$ cat config.mk
export PLATFORM = sky130hd
export DESIGN_NAME = irq_pend_ctrl
export DESIGN_NICKNAME = d
export VERILOG_FILES = /design/src/rtl/irq_pend_ctrl.sv
export SDC_FILE = /design/constraint.sdc
export NUM_CORES = 1
export LEC_CHECK = 0
export ABC_CLOCK_PERIOD_IN_PS = 3500
export BUFFER_PORTS_ARGS = -buffer_cell sky130_fd_sc_hd__buf_2
export CORE_ASPECT_RATIO = 0.8
export CORE_UTILIZATION = 35
export DETAILED_ROUTE_END_ITERATION = 6
export SETUP_SLACK_MARGIN = 0.4
export SLEW_MARGIN = 20
export SYNTH_ARGS = -nofsm -noshare
export SYNTH_HDL_FRONTEND = slang
export SYNTH_SLANG_ARGS = --single-unit
$ cat constraint.sdc
create_clock -name clk -period 3.5 [get_ports clk]
set_clock_uncertainty 0.2 [all_clocks]
set_input_delay 0.175 -clock clk [delete_from_list [all_inputs] [get_ports clk]]
set_output_delay 0.175 -clock clk [all_outputs]
set_load 0.01 [all_outputs]
$ cat src/rtl/irq_pend_ctrl.sv
// rtl/irq_pend_ctrl.sv - interrupt pending capture and irq/ack/eoi dispatch around an 8-input priority encoder
//
// Latches rising edges of req_i into a pending register and exposes the
// masked pending vector to an external priority encoder. The encoder's code
// comes back on enc_code_i. One vector at a time is presented to the CPU
// through an irq/ack/eoi handshake.
//
// Ports:
//   clk         system clock, rising edge
//   rst_n       synchronous active-low reset
//   req_i       request levels (already synchronised)
//   mask_i      per-source dispatch enable
//   pend_o      pending & mask_i, drives the encoder input
//   enc_code_i  encoder result {valid, index}
//   irq_o       interrupt request to the CPU
//   vec_o       latched vector index
//   ack_i       CPU acknowledge pulse
//   eoi_i       CPU end-of-interrupt pulse
//   busy_o      vector is being serviced
//   err_o       sticky inconsistent-encoder-code flag
//   ovf_o       sticky coalesced-request flags     (IRQ_PEND_OVF_EN only)
//   ovf_clr_i   clears ovf_o                       (IRQ_PEND_OVF_EN only)
//
// Optional feature macro: IRQ_PEND_OVF_EN

module irq_pend_ctrl #(
   parameter int NSRC = 8,
   parameter int VW   = 3
) (
   input  logic            clk,
   input  logic            rst_n,
   input  logic [NSRC-1:0] req_i,
   input  logic [NSRC-1:0] mask_i,
   output logic [NSRC-1:0] pend_o,
   input  logic [VW:0]     enc_code_i,
   output logic            irq_o,
   output logic [VW-1:0]   vec_o,
   input  logic            ack_i,
   input  logic            eoi_i,
   output logic            busy_o,
`ifdef IRQ_PEND_OVF_EN
   output logic [NSRC-1:0] ovf_o,
   input  logic            ovf_clr_i,
`endif
   output logic            err_o
);

   typedef enum logic [1:0] {
      IDLE    = 2'd0,
      ISSUE   = 2'd1,
      SERVICE = 2'd2
   } state_t;

   state_t            state, state_n;
   logic [NSRC-1:0]   req_q;
   logic [NSRC-1:0]   pending, pending_n;
   logic [NSRC-1:0]   rise;
   logic [NSRC-1:0]   clr;
   logic              irq_q, irq_n;
   logic [VW-1:0]     vec_q, vec_n;
   logic              busy_q, busy_n;
   logic              err_q, err_n;

   assign rise   = req_i & ~req_q;
   assign pend_o = pending & mask_i;

   assign irq_o  = irq_q;
   assign vec_o  = vec_q;
   assign busy_o = busy_q;
   assign err_o  = err_q;

   always_comb begin
      state_n = state;
      irq_n   = irq_q;
      vec_n   = vec_q;
      busy_n  = busy_q;
      err_n   = err_q;
      clr     = '0;
      unique case (state)
         IDLE: begin
            if (enc_code_i[VW]) begin
               // The encoder should only report an index that is actually
               // pending and enabled; anything else is flagged, not served.
               if (pend_o[enc_code_i[VW-1:0]]) begin
                  vec_n   = enc_code_i[VW-1:0];
                  irq_n   = 1'b1;
                  state_n = ISSUE;
               end else begin
                  err_n = 1'b1;
               end
            end
         end
         ISSUE: begin
            if (ack_i) begin
               clr[vec_q] = 1'b1;
               irq_n      = 1'b0;
               busy_n     = 1'b1;
               state_n    = SERVICE;
            end
         end
         SERVICE: begin
            if (eoi_i) begin
               busy_n  = 1'b0;
               state_n = IDLE;
            end
         end
         default: begin
            state_n = IDLE;
            irq_n   = 1'b0;
            busy_n  = 1'b0;
         end
      endcase
      // A new edge on the bit being acknowledged is applied after the clear,
      // so a fresh request in the ack cycle is never dropped.
      pending_n = (pending & ~clr) | rise;
   end

`ifdef IRQ_PEND_OVF_EN
   logic [NSRC-1:0] ovf_q;
   logic [NSRC-1:0] ovf_n;

   assign ovf_o = ovf_q;

   // Coalesced request: an edge arriving while the same bit is still pending.
   always_comb begin
      ovf_n = (ovf_q & ~{NSRC{ovf_clr_i}}) | (rise & pending);
   end

   always_ff @(posedge clk) begin
      if (!rst_n) ovf_q <= '0;
      else        ovf_q <= ovf_n;
   end
`endif

   always_ff @(posedge clk) begin
      if (!rst_n) begin
         state   <= IDLE;
         req_q   <= '0;
         pending <= '0;
         irq_q   <= 1'b0;
         vec_q   <= '0;
         busy_q  <= 1'b0;
         err_q   <= 1'b0;
      end else begin
         state   <= state_n;
         req_q   <= req_i;
         pending <= pending_n;
         irq_q   <= irq_n;
         vec_q   <= vec_n;
         busy_q  <= busy_n;
         err_q   <= err_n;
      end
   end

endmodule

==> qor.yml <==
crit_fanout: 5
cts_resized: 0
place_congestion: 0.9196
crit_required_ns: 3.49
yosysTopAreaCell: "dfxtp_1"
slowest_delay_ns: 0.52
clockBufferDepth: 2
ctsHoldBuffers: 9
wl_per_cell_um: 12.53
yosysUniqueCellTypes: 21
p_leak_nw: 0.5974
cts_tree: "built"
num_vias: 942
cp.buffers_inverters: 3
cts_buffers: 3
power_w: 0.0005302
finalCritPeriodShare_pct: 43.49
cts.clk_slew.worst_paths_ns: 0.08
post_cts_buffers: 0
synthTopCellsByArea: "dfxtp_1, and2_1, nand2b_1"
endpoint_kind: "flop"
yosysMostFrequentCell: "dfxtp_1"
antenna_found_initial: 0
syn-num-nets: 133
path_cells: "dlygate4sd3_1 -> buf_2 -> inv_1 -> a41oi_1 -> o21a_2 -> mux2i_1"
io_pins: 38
final_antenna_net_count: 0
hp-class: "in -> reg"
grt_max_degree: 29
diodes: 0
timing.final.ws_setup_ns: 1.978
fin_nets: 181
syn_avg_cell_area_sq_um: 9.447
cts_max_level: 1
coreArea_sq_mm: 0.002786
drive_gt1_share_pct: 26.45
drc: 0
io_buffers: 37
worst_ir_drop_vdd_mv: 0.3186
synth_ff_type: "dfxtp_1"
clockRootBuffer: "clkbuf_8"
syn_inst: 109
status: "finished, final reports clean"
area_delta_synth_final_pct: 34.27
arrival_ns: 1.51
wl_um: 2419
first_pass_iters: 4
grt_pass1_vias: 916
clock-sinks: 24
fp.dieW_um: 62.65
dieArea_sq_mm: 0.003165
cp_top_family: "buffers and inverters"
fmax_mhz: 657.0
drv_cap: 0
rsz0062_at_grt: "false"
ys_ff_latch: 24
initial_core_util_pct: 36.96
drtIter0Drc: 22
async_reset_ff_share_pct: 0
crit_type: "in -> reg"
slowest_stage: "dlygate4sd3_1"
synth_top_cells_by_count: "dfxtp_1, and2_1, nand2b_1"
pre_cts_ws_ns: 1.962
overflow: 0
ys_seq_area_share_pct: 46.66
power_density_mw_per_mm2: 383.5
tightest_slew_ns: 0.4042
finalSetupViolCount: 0
gr-usage-all-layers_pct: 17.45
hold_viol_final: 0
synth_edf_count: 0
std_cell_rows: 17
clock_latency_ns: 0.26
drv_slew: 0
place_hpwl_um: 1822
die_y_um: 50.52
yosys_warnings: 0
critPathLaunchType: "input pin"
setup_tns_ns: 0
relSlewSlack_pct: 73.06
post-route-min-period_ns: 1.522
grt_pass1_wl_um: 4146
vias_per_cell: 4.881
synth_top_area_share_pct: 46.66
syn_area_sq_mm: 0.001030
[sequential cells by signal, summed over array words and instances, names as in the netlist]
register / cells
busy_o: 1
vec_o: 3
req_q: 8
err_o: 1
pending: 8
irq_o: 1
state: 2
[report_power, final]
part / internal, W / switching, W / leakage (nW)
sequential: 0.000289 / 0.0000102 / 0.199
clock: 0.0000768 / 0.0000791 / 0.0216
combinational: 0.0000411 / 0.0000336 / 0.377
total: 0.000407 / 0.000123 / 0.597
[tightest hold or removal path, stage by stage]
cell	delay (ns)
buf_2	0.14
nand2_1	0.06
mux2i_1	0.06
[through the flow]
| stage | area, sq um | util [%] | cells | hold WS [ns] |
|---|---|---|---|---|
| 5_1_grt | 1383 | 49.62 | 193 | 0.04877 |
| 3_3_place_gp | 1251 | 44.90 | 181 | 0.1931 |
| 2_1_floorplan | 1030 | - | 109 | 0.09671 |
| 6_report | 1383 | 49.62 | 193 | 0.03435 |
| 3_5_place_dp | 1251 | 44.90 | 181 | 0.1982 |
| 4_1_cts | 1383 | 49.62 | 193 | 0.03526 |
[cells in the final DEF (no fill, tap or decap), types with 3 or more instances in the layout]
| master | netlist | final |
|---|---|---|
| o31ai_1 | 3 | 3 |
| clkbuf_8 | 0 | 3 |
| dlygate4sd3_1 | 0 | 9 |
| buf_2 | 0 | 37 |
| nand4b_1 | 4 | 4 |
| nor3b_1 | 3 | 3 |
| o21ai_0 | 8 | 8 |
| a21boi_0 | 8 | 8 |
| and2_1 | 17 | 17 |
| nand4_1 | 4 | 4 |
| dfxtp_1 | 24 | 24 |
| nand2b_1 | 11 | 11 |
| nand2_1 | 9 | 9 |
[routing by layer]
layer	track usage [%]	wire, um
met1	18.99	1034
met2	32.97	1224
met3	5.227	146
met4	4.651	14
met5	0	0
[worst paths after layout]
check                     start  endpoint  slack, ns  cells past startpoint
setup / recovery  enc_code_i[2]  vec_o[0]       1.98                      6
hold / removal    enc_code_i[0]  vec_o[0]       0.03                      3
setup reg to reg     pending[4]  vec_o[0]       2.00                      4
hold reg to reg           err_o     err_o       0.25                      2
[cells by family after synthesis]
logic type,synth area share (%)
and+or+nand+nor,31.35
DFF,46.66
buffers and inverters,1.823
AOI/OAI and AO/OA,18.23
muxes,1.944
[final cells by class]
class	count	area [sq um]
inverters	2	7.507
well taps	38	47.55
fillers	292	1404
clock buffers	3	41.29
repair buffers	46	275.3
flip-flops and latches	24	480.5
multi-input cells	80	530.5
Power figures use the tool's default switching activity.
